$ cat config.mk
export PLATFORM = sky130hd
export DESIGN_NAME = nms_stream_pipe_flat
export DESIGN_NICKNAME = d
export VERILOG_FILES = /design/src/rtl/nms_stream_pipe_pkg.sv /design/src/rtl/nms_stream_pipe_if.sv /design/src/rtl/nms_stream_pipe_reg_slice.sv /design/src/rtl/nms_stream_pipe.sv /design/src/flat_wrapper.sv
export SDC_FILE = /design/constraint.sdc
export NUM_CORES = 1
export LEC_CHECK = 0
export BUFFER_PORTS_ARGS = -buffer_cell sky130_fd_sc_hd__buf_4
export CAP_MARGIN = 0
export CORE_ASPECT_RATIO = 1.25
export CORE_MARGIN = 2
export CORE_UTILIZATION = 54
export DETAILED_ROUTE_END_ITERATION = 6
export PLACE_DENSITY = 0.8
export RECOVER_POWER = 25
export SKIP_LAST_GASP = 1
export SLEW_MARGIN = 20
export SYNTH_ARGS = -nofsm -noshare
export SYNTH_HDL_FRONTEND = slang
export SYNTH_SLANG_ARGS = --single-unit
$ cat constraint.sdc
create_clock -name clock -period 5.65 [get_ports clock]
set_clock_uncertainty 0.1 [all_clocks]
set_input_delay 1.13 -clock clock [delete_from_list [all_inputs] [get_ports clock]]
set_output_delay 1.13 -clock clock [all_outputs]
set_load 0.1 [all_outputs]
$ cat src/rtl/nms_stream_pipe_pkg.sv
// Shared types and helpers for the pipelined non-max suppression stage.
// Holds the classification enum, tie-rule selectors and the direction lookup.
// Combinational content only; no latency or flow control of its own.
package nms_stream_pipe_pkg;

  // Edge classification carried on out_class; 2'b11 is never produced.
  typedef enum logic [1:0] {
    NONE   = 2'b00,
    WEAK   = 2'b01,
    STRONG = 2'b10
  } nms_class_t;

  // Tie rules for the centre-vs-neighbour comparison.
  localparam int TIE_LEGACY = 0;  // suppress if centre <= either neighbour
  localparam int TIE_STRICT = 1;  // suppress only if centre < either neighbour
  localparam int TIE_ASYM   = 2;  // < high-index side, <= low-index side

  // Window geometry: 3x3 row-major, pixel 4 is the centre.
  localparam int NUM_PIX  = 9;
  localparam int CENTRE_K = 4;

  // Pixel indices of the two neighbours along the gradient direction.
  typedef struct packed {
    logic [3:0] lo_k;
    logic [3:0] hi_k;
  } nms_pair_t;

  function automatic nms_pair_t nms_pair(input logic [1:0] dir);
    nms_pair_t p;
    case (dir)
      2'b00:   begin p.lo_k = 4'd3; p.hi_k = 4'd5; end  // horizontal
      2'b01:   begin p.lo_k = 4'd0; p.hi_k = 4'd8; end  // main diagonal
      2'b10:   begin p.lo_k = 4'd1; p.hi_k = 4'd7; end  // vertical
      default: begin p.lo_k = 4'd2; p.hi_k = 4'd6; end  // anti-diagonal
    endcase
    return p;
  endfunction

endpackage

$ cat src/rtl/nms_stream_pipe_if.sv
// Stream bundle for the NMS stage: input window beat and output pixel beat.
// No logic; latency is defined by the module that owns the slave side.
// Valid/ready on both directions; the slave drives in_ready and out_valid.
interface nms_stream_pipe_if #(
  parameter int MAG_W = 11
) ();

  logic                 in_valid;
  logic                 in_ready;
  logic [9*MAG_W-1:0]   in_window;
  logic [1:0]           in_direction;
  logic                 in_last;

  logic                 out_valid;
  logic                 out_ready;
  logic [MAG_W-1:0]     out_magnitude;
  logic [1:0]           out_direction;
  logic [1:0]           out_class;
  logic                 out_last;

  // Producer of input beats and consumer of output beats.
  modport master (
    output in_valid, in_window, in_direction, in_last, out_ready,
    input  in_ready, out_valid, out_magnitude, out_direction, out_class, out_last
  );

  // The NMS pipeline itself.
  modport slave (
    input  in_valid, in_window, in_direction, in_last, out_ready,
    output in_ready, out_valid, out_magnitude, out_direction, out_class, out_last
  );

endinterface

$ cat src/rtl/nms_stream_pipe_reg_slice.sv
// Generic valid/ready register slice of parametrised payload width.
// Latency 1 cycle; full throughput, empty slots are refilled immediately.
// in_rdy_o = !valid | out_rdy_i, so a stall propagates back combinationally.
module nms_reg_slice #(
  parameter int W = 8
) (
  input  logic         clock,
  input  logic         reset_n,
  input  logic         in_vld_i,
  output logic         in_rdy_o,
  input  logic [W-1:0] in_dat_i,
  output logic         out_vld_o,
  input  logic         out_rdy_i,
  output logic [W-1:0] out_dat_o
);

  logic         vld_q, vld_d;
  logic [W-1:0] dat_q, dat_d;

  assign in_rdy_o  = !vld_q || out_rdy_i;
  assign out_vld_o = vld_q;
  assign out_dat_o = dat_q;

  // Load a new beat whenever the slot is free or being drained; hold otherwise.
  always_comb begin
    vld_d = vld_q;
    dat_d = dat_q;
    if (in_rdy_o) begin
      vld_d = in_vld_i;
      if (in_vld_i) dat_d = in_dat_i;
    end
  end

  // Slot state; reset drops any beat in flight.
  always_ff @(posedge clock or negedge reset_n) begin
    if (!reset_n) begin
      vld_q <= 1'b0;
      dat_q <= '0;
    end else begin
      vld_q <= vld_d;
      dat_q <= dat_d;
    end
  end

endmodule

$ cat src/rtl/nms_stream_pipe.sv
// Pipelined non-max suppression with double-threshold classification and frame edge count.
// Latency 2 cycles (suppress in S1, classify in S2); 1 beat/cycle throughput.
// Two register slices; in_ready falls only when both stages hold beats and out_ready is low.
module nms_stream_pipe
  import nms_stream_pipe_pkg::*;
#(
  parameter int MAG_W    = 11,
  parameter int TIE_MODE = 0,
  parameter int CNT_W    = 20
) (
  input  logic              clock,
  input  logic              reset_n,
  nms_stream_pipe_if.slave  strm,
  input  logic [MAG_W-1:0]  thresh_low,
  input  logic [MAG_W-1:0]  thresh_high,
  output logic [CNT_W-1:0]  edge_count,
  output logic              edge_count_valid
);

  // S1 carries the frame thresholds with each beat so a frame boundary in
  // flight never classifies a beat against the next frame's thresholds.
  typedef struct packed {
    logic [MAG_W-1:0] mag;
    logic [MAG_W-1:0] thr_lo;
    logic [MAG_W-1:0] thr_hi_eff;
    logic [1:0]       dir;
    logic             last;
  } s1_t;

  typedef struct packed {
    logic [MAG_W-1:0] mag;
    logic [1:0]       dir;
    nms_class_t       cls;
    logic             last;
  } s2_t;

  // ---------------- input side: suppression and threshold capture ----------
  nms_pair_t        pair;
  logic [MAG_W-1:0] centre, nb_lo, nb_hi;
  logic             suppress;
  logic             in_xfer;

  logic             frame_start_q, frame_start_d;
  logic [MAG_W-1:0] thr_lo_q, thr_lo_d;
  logic [MAG_W-1:0] thr_hi_q, thr_hi_d;
  logic [MAG_W-1:0] thr_lo_use, thr_hi_use;

  s1_t              s1_in, s1_out;
  logic             s1_out_vld, s2_in_rdy;

  assign in_xfer = strm.in_valid && strm.in_ready;

  // Pick the neighbour pair and apply the selected tie rule to the centre.
  always_comb begin
    pair   = nms_pair(strm.in_direction);
    centre = strm.in_window[CENTRE_K*MAG_W +: MAG_W];
    nb_lo  = strm.in_window[pair.lo_k*MAG_W +: MAG_W];
    nb_hi  = strm.in_window[pair.hi_k*MAG_W +: MAG_W];
    case (TIE_MODE)
      TIE_STRICT: suppress = (centre <  nb_lo) || (centre <  nb_hi);
      TIE_ASYM:   suppress = (centre <= nb_lo) || (centre <  nb_hi);
      default:    suppress = (centre <= nb_lo) || (centre <= nb_hi);
    endcase
  end

  // First beat of a frame uses the live threshold inputs; later beats the captured ones.
  always_comb begin
    thr_lo_use    = frame_start_q ? thresh_low  : thr_lo_q;
    thr_hi_use    = frame_start_q ? thresh_high : thr_hi_q;
    thr_lo_d      = thr_lo_q;
    thr_hi_d      = thr_hi_q;
    frame_start_d = frame_start_q;
    if (in_xfer) begin
      frame_start_d = strm.in_last;
      if (frame_start_q) begin
        thr_lo_d = thresh_low;
        thr_hi_d = thresh_high;
      end
    end
  end

  // Assemble the S1 payload; low > high collapses to a single threshold at low.
  always_comb begin
    s1_in            = '0;
    s1_in.mag        = suppress ? '0 : centre;
    s1_in.thr_lo     = thr_lo_use;
    s1_in.thr_hi_eff = (thr_hi_use > thr_lo_use) ? thr_hi_use : thr_lo_use;
    s1_in.dir        = strm.in_direction;
    s1_in.last       = strm.in_last;
  end

  // Frame-start flag and per-frame threshold registers.
  always_ff @(posedge clock or negedge reset_n) begin
    if (!reset_n) begin
      frame_start_q <= 1'b1;
      thr_lo_q      <= '0;
      thr_hi_q      <= '0;
    end else begin
      frame_start_q <= frame_start_d;
      thr_lo_q      <= thr_lo_d;
      thr_hi_q      <= thr_hi_d;
    end
  end

  nms_reg_slice #(.W($bits(s1_t))) u_s1 (
    .clock     (clock),
    .reset_n   (reset_n),
    .in_vld_i  (strm.in_valid),
    .in_rdy_o  (strm.in_ready),
    .in_dat_i  (s1_in),
    .out_vld_o (s1_out_vld),
    .out_rdy_i (s2_in_rdy),
    .out_dat_o (s1_out)
  );

  // ---------------- S1 -> S2: classification --------------------------------
  s2_t s2_in, s2_out;
  logic s2_out_vld;

  // Zero magnitude is always NONE; otherwise strong beats weak beats none.
  always_comb begin
    s2_in      = '0;
    s2_in.mag  = s1_out.mag;
    s2_in.dir  = s1_out.dir;
    s2_in.last = s1_out.last;
    s2_in.cls  = NONE;
    if (s1_out.mag != '0) begin
      if (s1_out.mag >= s1_out.thr_hi_eff)  s2_in.cls = STRONG;
      else if (s1_out.mag >= s1_out.thr_lo) s2_in.cls = WEAK;
    end
  end

  nms_reg_slice #(.W($bits(s2_t))) u_s2 (
    .clock     (clock),
    .reset_n   (reset_n),
    .in_vld_i  (s1_out_vld),
    .in_rdy_o  (s2_in_rdy),
    .in_dat_i  (s2_in),
    .out_vld_o (s2_out_vld),
    .out_rdy_i (strm.out_ready),
    .out_dat_o (s2_out)
  );

  assign strm.out_valid     = s2_out_vld;
  assign strm.out_magnitude = s2_out.mag;
  assign strm.out_direction = s2_out.dir;
  assign strm.out_class     = s2_out.cls;
  assign strm.out_last      = s2_out.last;

  // ---------------- per-frame edge counter ----------------------------------
  logic             out_xfer, contrib;
  logic [CNT_W-1:0] cnt_q, cnt_d, cnt_sum;
  logic [CNT_W-1:0] ec_q, ec_d;
  logic             ecv_q, ecv_d;

  assign out_xfer = s2_out_vld && strm.out_ready;
  assign contrib  = (s2_out.cls != NONE);

  // Saturating count; the last beat reports its own contribution and restarts the count.
  always_comb begin
    cnt_sum = cnt_q;
    if (contrib && (cnt_q != {CNT_W{1'b1}})) cnt_sum = cnt_q + CNT_W'(1);
    cnt_d = cnt_q;
    ec_d  = ec_q;
    ecv_d = 1'b0;
    if (out_xfer) begin
      if (s2_out.last) begin
        ec_d  = cnt_sum;
        ecv_d = 1'b1;
        cnt_d = '0;
      end else begin
        cnt_d = cnt_sum;
      end
    end
  end

  // Counter, reported count and its one-cycle valid pulse.
  always_ff @(posedge clock or negedge reset_n) begin
    if (!reset_n) begin
      cnt_q <= '0;
      ec_q  <= '0;
      ecv_q <= 1'b0;
    end else begin
      cnt_q <= cnt_d;
      ec_q  <= ec_d;
      ecv_q <= ecv_d;
    end
  end

  assign edge_count       = ec_q;
  assign edge_count_valid = ecv_q;

endmodule

$ cat src/flat_wrapper.sv
// flat-port wrapper written by rule: the top's interface ports become plain ports
module nms_stream_pipe_flat import nms_stream_pipe_pkg::*;
#(
  parameter int MAG_W    = 11,
  parameter int TIE_MODE = 0,
  parameter int CNT_W    = 20
)
  (clock, reset_n, thresh_low, thresh_high, edge_count, edge_count_valid, strm_in_valid, strm_in_window, strm_in_direction, strm_in_last, strm_out_ready, strm_in_ready, strm_out_valid, strm_out_magnitude, strm_out_direction, strm_out_class, strm_out_last);
  nms_stream_pipe_if #(.MAG_W(MAG_W)) strm_i ();
  input  logic clock;
  input  logic reset_n;
  input  logic [MAG_W-1:0] thresh_low;
  input  logic [MAG_W-1:0] thresh_high;
  output logic [CNT_W-1:0] edge_count;
  output logic edge_count_valid;
  input wire logic [$bits(strm_i.in_valid)-1:0] strm_in_valid;
  input wire logic [$bits(strm_i.in_window)-1:0] strm_in_window;
  input wire logic [$bits(strm_i.in_direction)-1:0] strm_in_direction;
  input wire logic [$bits(strm_i.in_last)-1:0] strm_in_last;
  input wire logic [$bits(strm_i.out_ready)-1:0] strm_out_ready;
  output wire logic [$bits(strm_i.in_ready)-1:0] strm_in_ready;
  output wire logic [$bits(strm_i.out_valid)-1:0] strm_out_valid;
  output wire logic [$bits(strm_i.out_magnitude)-1:0] strm_out_magnitude;
  output wire logic [$bits(strm_i.out_direction)-1:0] strm_out_direction;
  output wire logic [$bits(strm_i.out_class)-1:0] strm_out_class;
  output wire logic [$bits(strm_i.out_last)-1:0] strm_out_last;
  assign strm_i.in_valid = strm_in_valid;
  assign strm_i.in_window = strm_in_window;
  assign strm_i.in_direction = strm_in_direction;
  assign strm_i.in_last = strm_in_last;
  assign strm_i.out_ready = strm_out_ready;
  assign strm_in_ready = strm_i.in_ready;
  assign strm_out_valid = strm_i.out_valid;
  assign strm_out_magnitude = strm_i.out_magnitude;
  assign strm_out_direction = strm_i.out_direction;
  assign strm_out_class = strm_i.out_class;
  assign strm_out_last = strm_i.out_last;
  nms_stream_pipe #(.MAG_W(MAG_W), .TIE_MODE(TIE_MODE), .CNT_W(CNT_W)) u_core (.clock(clock), .reset_n(reset_n), .strm(strm_i), .thresh_low(thresh_low), .thresh_high(thresh_high), .edge_count(edge_count), .edge_count_valid(edge_count_valid));
endmodule
Word-level counts from Yosys, hierarchy flattened --
Index checks and enable logic that the tools add are counted.
Cells by class: $add $sub $neg 1, multipliers 2, divide/modulo/power cells 0, $lt $le $gt $ge 5, equal/unequal tests 3, shift operators 2, muxes and demuxes 12, bitwise gates (word level) 0, reduce and logical (&&, ||, !) cells 14
Operators with widths (number):
- 99-bit by 9-bit variable part select with 11-bit output | 2
- 11-bit two-way mux | 4
- 20-bit two-way mux | 2
- 11-bit greater-or-equal comparator | 2
- 11-bit less-or-equal comparator | 2
- 20-bit by 1-bit adder with 20-bit output, second input constant | 1
- 20-bit != test, second input constant | 1
- 6-bit one-hot mux with 3 select lines | 1
- 11-bit greater-than comparator | 1
- 11-bit nonzero test | 1
- 4-bit by 4-bit multiplier with 8-bit output, second input constant | 1
- 2-bit by 4-bit multiplier with 6-bit output, second input constant | 1
- 2-bit AND reduction | 3
- 2-bit two-way mux | 2
- 1-bit logical AND | 3
- 1-bit logical OR | 3
- 1-bit two-way mux | 3
- 2-bit by 1-bit equality test with 1-bit output, second input constant | 1
- 2-bit equality test, second input constant | 1
- 1-bit logical NOT | 2
- 2-bit logical NOT | 1
- 2-bit nonzero test | 1
Word-level totals: flip-flop bits (word level) 118, bits in latches 0, RAM bits 0, memory bits (read-only) 0, input bits 128, memories 0

Longest topological paths before layout --
Gate-level depths: netlist (run 1).
word-level depth 7, gate-level depth with buffers 19, gate-level depth less buffers 15

By module --
A second synthesis (run 1) with hierarchy kept.
Unflattened totals: cell total of the unflattened synthesis 791, area, all modules 8205.4 um^2
By module, submodules not included:
- nms_stream_pipe | instances 1, cells an instance 675, area an instance 6000.8 um^2, seq. area each 1602.8 um^2
- nms_reg_slice at u_core.u_s1 | instances 1, cells an instance 79, area an instance 1508.9 um^2, seq. area each 925.9 um^2
- nms_reg_slice at u_core.u_s2 | instances 1, cells an instance 37, area an instance 695.7 um^2, seq. area each 425.4 um^2

Least setup slack after synthesis (run 1) --
No wires, ideal clock.
path kind input to register, from input port strm_in_direction[0], to register u_core.u_s1.dat_q[27], in the netlist u_core.u_s1.out_dat_o[27], library setup time 0.065 ns, arrival time 4.415 ns, path slack 1.070 ns, stages on the path 17, buffers on the path 4, cell sequence buf_2 inv_1 ha_1 buf_2 nor2_1 buf_2 a211oi_1 a211oi_1 a21oi_1 a2bb2oi_1 ha_1 nand4_1 o21bai_1 a31o_2 a2111oi_1 buf_2 a22o_1
Between the ends: longest elaborated chain between the ends 7, elaborated cells between the ends (all ways) 12, classes of those cells 2 x mul; 2 x order compare; 2 x eq/ne; 2 x shift; 2 x mux; 2 x reduce/logical
RTL lines:
- start, declared | line flat_wrapper.sv:18 | input wire logic [$bits(strm_i.in_direction)-1:0] strm_in_direction;
- 2-bit equality test, or another cell as far along | line nms_stream_pipe_pkg.sv:30 | case (dir)
- 6-bit one-hot mux with 3 select lines * | line nms_stream_pipe_pkg.sv:30
- 2-bit by 4-bit multiplier with 6-bit output or 4-bit by 4-bit multiplier with 8-bit output (tied branches) | line nms_stream_pipe.sv:57, nms_stream_pipe.sv:58
- 99-bit by 9-bit variable part select with 11-bit output, on equally long branches | line nms_stream_pipe.sv:57, nms_stream_pipe.sv:58
- 11-bit less-or-equal comparator | line nms_stream_pipe.sv:62 | default: suppress = (centre <= nb_lo) || (centre <= nb_hi);
- 1-bit logical OR * | line nms_stream_pipe.sv:62
- 11-bit two-way mux * | line nms_stream_pipe.sv:85 | s1_in.mag = suppress ? '0 : centre;
- end signal, assigned | line nms_stream_pipe_reg_slice.sv:41 | dat_q <= dat_d;
- end, declared | line nms_stream_pipe_reg_slice.sv:18 | logic [W-1:0] dat_q, dat_d;
Every way passes the cells marked *; elsewhere a longest branch is shown, timed or not. A chain may end at the register's enable or synchronous reset.

Worst setup path in the final report (run 1) --
from input port strm_in_direction[0], to register u_core.u_s1.dat_q[35], in the netlist u_core.u_s1.out_dat_o[35]
The elaborated chain is that of the path after synthesis.

==> flow_summary.toml, run 1 <==
[outcome]
status = "finished with violations"
violations = "max-capacitance violations, max-slew violations"

[yosys]
ys_seq_area_frac = 0.367
yosys.area_share.simple = 0.129
synthAdderAreaFrac = 0.105
synth_area_mm2 = 0.00730
synth_fp_nets = 946
synthArstFlopShare = 1.00
synthCells = 757
synth_warnings = 0
synthMuxAreaShare = 0.133
synth_compound_area_frac = 0.196
synth_top_family_by_area = "compound AO/OA/AOI/OAI gates"
synth_seq_cells = 107
synth_cell_types = 62
synth_enable_flop_cells = 0
synth_xor_area_frac = 0.0204
synth-main-ff-cell = "dfrtp_1"
avgSynthCellArea_um2 = 9.64

[clocking]
clk_latency_ns = 0.35
clkSlewWorstSetupHoldPaths_ns = 0.07
clock_sinks = 107
numCtsBuffers = 9
cts.path.max_buffers = 2
cts_tree = "built"
cts_root_buffer = "clkbuf_16"
htreeDepth = 3
postCtsResizedCells = 0
cts_hold_buf = 0
cts_setup_buffers = 0

[final_layout]
finalNonFillerCells = 1074
num-nets-final = 1087
syn2layout_area_growth_pct = 21.8
final_common_cell = "buf_4"
antenna_cells = 0
layout_common_cells = "buf_4 (172), dfrtp_1 (106), nand2_1 (75)"
final_area_mm2 = 0.00889
drive_above_1_share = 0.269

[flow_run]
cap_violations = 2

[worst_setup_path]
crit_path_max_incr_delay_ns = 0.69
path_buf_inv = 3
r2r_cells = 10
crit_family = "simple AND/OR/NAND/NOR gates"
worstPathArrival_ns = 4.94
crit_chain = "buf_4 -> inv_1 -> ha_1 -> or2_2 -> nor3_1 -> a21oi_1 -> ha_1 -> nor2b_1 -> o21a_1 -> o21bai_1 -> a31o_2 -> a2111oi_2 -> buf_4 -> a22o_1"
crit_path_top_delay_cell = "nor3_1"
worst-path-max-fanout = 28
r2r_setup_slack_ns = 2.04
crit_type = "primary input to register"
end_kind = "register"
rr_startpoint = "u_core.frame_start_q$_DFFE_PN1P_"
worstPathRequired_ns = 5.83
critPathLaunch = "strm_in_direction[0]"
regToRegEndpoint = "u_core.u_s1.out_dat_o[8]$_DFFE_PN0P_"
start_kind = "primary input"

[route]
route.vias.total = 6362
vias_per_cell = 5.92
final_antenna_net_count = 0
remaining_drc_errors = 0
first_iter_violations = 353
first_pass_iters = 5
post_drt_wl_per_cell_um = 17.0
wl_um = 18300

[sta]
grt_setup_unrepaired = "false"
setup-tns-final_ns = 0
slew_headroom = -1.49
slew_violations = 113
fmax_ghz = 0.210
hold_viol = 0
finalSetupViolCount = 0
fin_crit_ns = 4.76
fin_crit_sh = 0.843
tightestPinTransition_ns = 3.74

[global_routing]
gr-usage-all-layers = 0.261
grt_overflow = 0
grt_antenna_before_repair = 0
grt_pass1_wl_um = 30300
grt_max_degree = 70
grt_pass1_vias = 6316

[floorplan]
coreArea_mm2 = 0.0132
initial_core_util = 0.552
dieWidth_um = 108
ioPinCount = 167
die_h_um = 134
fp.dieArea_mm2 = 0.0145
rows = 47

[hold_path]
holdPathEnd = "u_core.thr_hi_q[3]$_DFFE_PN0P_"
hold_class = "register to register"
whs_path_depth = 1
min-delay-start = "u_core.thr_hi_q[3]$_DFFE_PN0P_"

[power]
power_per_cell_area_mw_per_mm2 = 319
irDropWorstVdd_uv = 229
p_leak_nw = 4.30

[placed_design]
dpl.hpwl_um = 13900
io_buffers = 166
place_congestion = 0.923
post_dp_cell_area_mm2 = 0.00862
place_inst = 1058
area by class of cell:
type / instances / area [µm²]
sequential: 107 / 2680
multi-input combinational: 564 / 4260
inverter: 41 / 154
clock inverter: 7 / 58.8
tap: 171 / 214
fill: 1074 / 4340
timing repair buffer: 175 / 1300
clock buffer: 9 / 225
per-layer routing:
metal,wire [µm],share of wire,global-route usage,up-vias
met5,0,0,0,-
met4,295,0.016,0.0712,0
met3,869,0.048,0.0418,35
met2,9630,0.53,0.456,228
met1,7480,0.41,0.333,3033
li1,-,-,-,3066
Yosys cell counts, drive strengths merged, types with 17 or more instances:
cell type	instances	area share
mux2i	46	0.063
nor3	18	0.012
nor2	32	0.017
nand2	76	0.039
inv	41	0.021
ha	61	0.10
a21oi	41	0.028
mux2	25	0.039
nand3	20	0.017
a21o	17	0.017
clkbuf	25	0.013
buf	20	0.017
dfrtp	106	0.36
o21ai	73	0.050
worst reg2reg max path, cell delays in order (launching register included):
cell	delay, ns
dfstp_2	1.00
mux2i_1	0.31
inv_1	0.06
ha_1	0.31
nand2_1	0.05
o21ai_0	0.30
nor4_1	0.13
nor3_2	0.55
buf_4	0.30
nor3_1	0.07
a221o_1	0.30
state kept, by name, summed over array words and instances (netlist names):
register	count
u_core.cnt_q	20
u_core.edge_count	20
u_core.edge_count_valid	1
u_core.frame_start_q	1
u_core.thr_hi_q	11
u_core.u_s1.out_dat_o	36
u_core.u_s1.out_vld_o	1
u_core.u_s2.out_dat_o	16
u_core.u_s2.out_vld_o	1
worst max-delay path by stage:
stage / cells past startpoint / end
after global routing: 14 / u_core.u_s1.out_dat_o[35]$_DFFE_PN0P_
after global placement: 16 / u_core.u_s1.out_dat_o[32]$_DFFE_PN0P_
final: 14 / u_core.u_s1.out_dat_o[35]$_DFFE_PN0P_
after detailed placement: 16 / u_core.u_s1.out_dat_o[35]$_DFFE_PN0P_
after floorplan: 17 / u_core.u_s1.out_dat_o[27]$_DFFE_PN0P_
after CTS: 14 / u_core.u_s1.out_dat_o[35]$_DFFE_PN0P_
metrics by stage:
step | setup WS, ns | power, mW | hold slack, ns | utilization
after floorplan | 1.07 | 1.89 | 0.343 | -
final | 0.889 | 2.84 | 0.376 | 0.672
after global placement | 0.668 | 2.20 | 0.357 | 0.651
after detailed placement | 0.569 | 2.24 | 0.364 | 0.651
after CTS | 0.920 | 2.85 | 0.381 | 0.673
after global routing | 0.620 | 3.04 | 0.394 | 0.672
cell families (layout without fill, tap and decap cells):
family	after synthesis	after routing
muxes	81	81
AOI/OAI and AO/OA	214	214
and+or+nand+nor	191	191
xor gates and xnor gates	17	17
buffers and inverters	86	232
DFF	107	107
adders and majority gates	61	61
power breakdown:
group / switching [mW] / total [mW] / internal (mW)
Sequential: 0.138 / 1.04 / 0.902
Combinational: 0.726 / 1.19 / 0.465
Clock: 0.302 / 0.608 / 0.306
Total: 1.17 / 2.84 / 1.67
(Power assumes the default switching activity.)
==> run 2: changes to the inputs <==
==> constraint.sdc (replaced) <==
create_clock -name clock -period 4.55 [get_ports clock]
set_clock_uncertainty 0.1 [all_clocks]
set_input_delay 0.91 -clock clock [delete_from_list [all_inputs] [get_ports clock]]
set_output_delay 0.91 -clock clock [all_outputs]
set_load 0.1 [all_outputs]
==> run 2 against run 1 <==
- the run still ends with max-capacitance violations, max-slew violations left
- die area stayed put
- power is 25% higher
- register-to-register slack worse by 0.72 ns
- clock power rose by 26%
- via count increased by 1.0%
- clock-buffer cell count unchanged
- first-iteration DRC count up 28%
==> flow_summary.toml, run 2 (same netlist as run 1, synthesis figures left out) <==
[hold_path]
hold_class = "register to register"
min-delay-start = "u_core.thr_hi_q[2]$_DFFE_PN0P_"
holdPathEnd = "u_core.thr_hi_q[2]$_DFFE_PN0P_"
whs_path_depth = 1

[worst_setup_path]
crit_chain = "buf_4 -> buf_4 -> ha_1 -> inv_1 -> nor3_1 -> buf_4 -> a21oi_1 -> ha_1 -> nor2b_1 -> o21a_1 -> o21bai_1 -> a31o_2 -> a2111oi_4 -> a22o_1"
path_buf_inv = 4
r2r_cells = 9
crit_family = "compound AO/OA/AOI/OAI gates"
rr_startpoint = "u_core.frame_start_q$_DFFE_PN1P_"
crit_path_top_delay_cell = "a2111oi_4"
crit_type = "primary input to register"
regToRegEndpoint = "u_core.u_s1.out_dat_o[8]$_DFFE_PN0P_"
start_kind = "primary input"
worstPathArrival_ns = 4.13
crit_path_max_incr_delay_ns = 0.68
r2r_setup_slack_ns = 1.32
crit_top_cell = "buf_4"
end_kind = "register"
worstPathRequired_ns = 4.74
critPathLaunch = "strm_in_direction[0]"
worst-path-max-fanout = 26

[sta]
hold_ws_ns = 0.382
finalSetupViolCount = 0
fmax_ghz = 0.254
hold_viol = 0
grt_setup_unrepaired = "false"
fin_crit_ns = 3.94
fin_crit_sh = 0.865
tightestPinTransition_ns = 3.14
slew_violations = 60
slew_headroom = -1.09

[final_layout]
finalNonFillerCells = 1082
layout_common_cells = "buf_4 (180), dfrtp_1 (106), nand2_1 (75)"
fillers = 1108
final_common_cell = "buf_4"
seq_area_mm2 = 0.00268
antenna_cells = 0
num-nets-final = 1095
final_area_mm2 = 0.00897
multi_input_area_mm2 = 0.00427
drive_above_1_share = 0.277
largest_reg_flops = 36
syn2layout_area_growth_pct = 22.9

[global_routing]
gr-usage-all-layers = 0.260
grt_overflow = 0
grt_max_degree = 84
grt_pass1_vias = 6308
grt_pass1_wl_um = 30400
grt_antenna_before_repair = 0

[clocking]
clkSlewWorstSetupHoldPaths_ns = 0.08
clock_sinks = 107
cts_tree = "built"
postCtsResizedCells = 0
cts_setup_buffers = 0
clk_latency_ns = 0.36
numCtsBuffers = 9
cts_hold_buf = 0
cts_root_buffer = "clkbuf_16"
htreeDepth = 3
cts.path.max_buffers = 2

[placed_design]
io_buffers = 166
dpl.hpwl_um = 14200
place_inst = 1066
post_dp_cell_area_mm2 = 0.00868
place_congestion = 0.906

[route]
remaining_drc_errors = 0
final_antenna_net_count = 0
first_iter_violations = 452
route.vias.total = 6427
wl_um = 18500
vias_per_cell = 5.94
first_pass_iters = 5
post_drt_wl_per_cell_um = 17.1

[outcome]
status = "finished with violations"
violations = "max-capacitance violations, max-slew violations"

[power]
power_per_cell_area_mw_per_mm2 = 395
irDropWorstVdd_uv = 319
p_leak_nw = 4.35

[floorplan]
rows = 47
initial_core_util = 0.552
die_h_um = 134
ioPinCount = 167
coreArea_mm2 = 0.0132
fp.dieArea_mm2 = 0.0145
dieWidth_um = 108

[flow_run]
cap_violations = 1
run 2: per-layer routing:
metal	part of all wire	global-route usage	up-vias	routed length (µm)
met4	0.020	0.0648	0	367
met3	0.051	0.0364	33	942
met2	0.52	0.463	214	9680
met5	0	0	-	0
li1	-	-	3073	-
met1	0.40	0.332	3107	7470
run 2: area by class of cell:
cell class / count / share of cell area
clock inverters: 7 / 0.00656
clock buffers: 9 / 0.0251
inverters: 41 / 0.0172
flip-flops and latches: 107 / 0.299
well taps: 171 / 0.0239
repair buffers: 183 / 0.152
multi-input cells: 564 / 0.476
run 2: worst max path at each step:
stage / to / slack (ns) / depth (start not counted)
CTS: u_core.u_s1.out_dat_o[32]$_DFFE_PN0P_ / 0.30 / 15
detailed placement: u_core.u_s1.out_dat_o[32]$_DFFE_PN0P_ / -0.05 / 14
global route: u_core.u_s1.out_dat_o[29]$_DFFE_PN0P_ / 0.31 / 14
floorplan: u_core.u_s1.out_dat_o[27]$_DFFE_PN0P_ / 0.19 / 17
finish: u_core.u_s1.out_dat_o[32]$_DFFE_PN0P_ / 0.61 / 14
global placement: u_core.u_s1.out_dat_o[31]$_DFFE_PN0P_ / 0.06 / 15
run 2: worst reg2reg max path, cell delays in order, from the launching register on:
cell,delay [ns]
dfstp_2,1.02
mux2i_1,0.34
inv_1,0.07
ha_1,0.31
a21oi_1,0.12
o21ai_0,0.14
nor4_1,0.37
nor3_2,0.08
buf_4,0.21
a221o_1,0.35
run 2: through the flow:
step	utilization	total power, mW	TNS, ns	worst slack [ns]
6_report	0.678	3.54	0	0.614
5_1_grt	0.678	3.76	0	0.309
4_1_cts	0.677	3.55	0	0.304
3_5_place_dp	0.656	2.78	-0.250	-0.0547
3_3_place_gp	0.656	2.74	0	0.0640
2_1_floorplan	-	2.35	0	0.190
run 2: power breakdown:
group          leakage (nW)  internal (mW)  switching (mW)
registers              1.41           1.12           0.177
logic                  2.80          0.580           0.900
clock network         0.138          0.381           0.383
total                  4.35           2.08            1.46
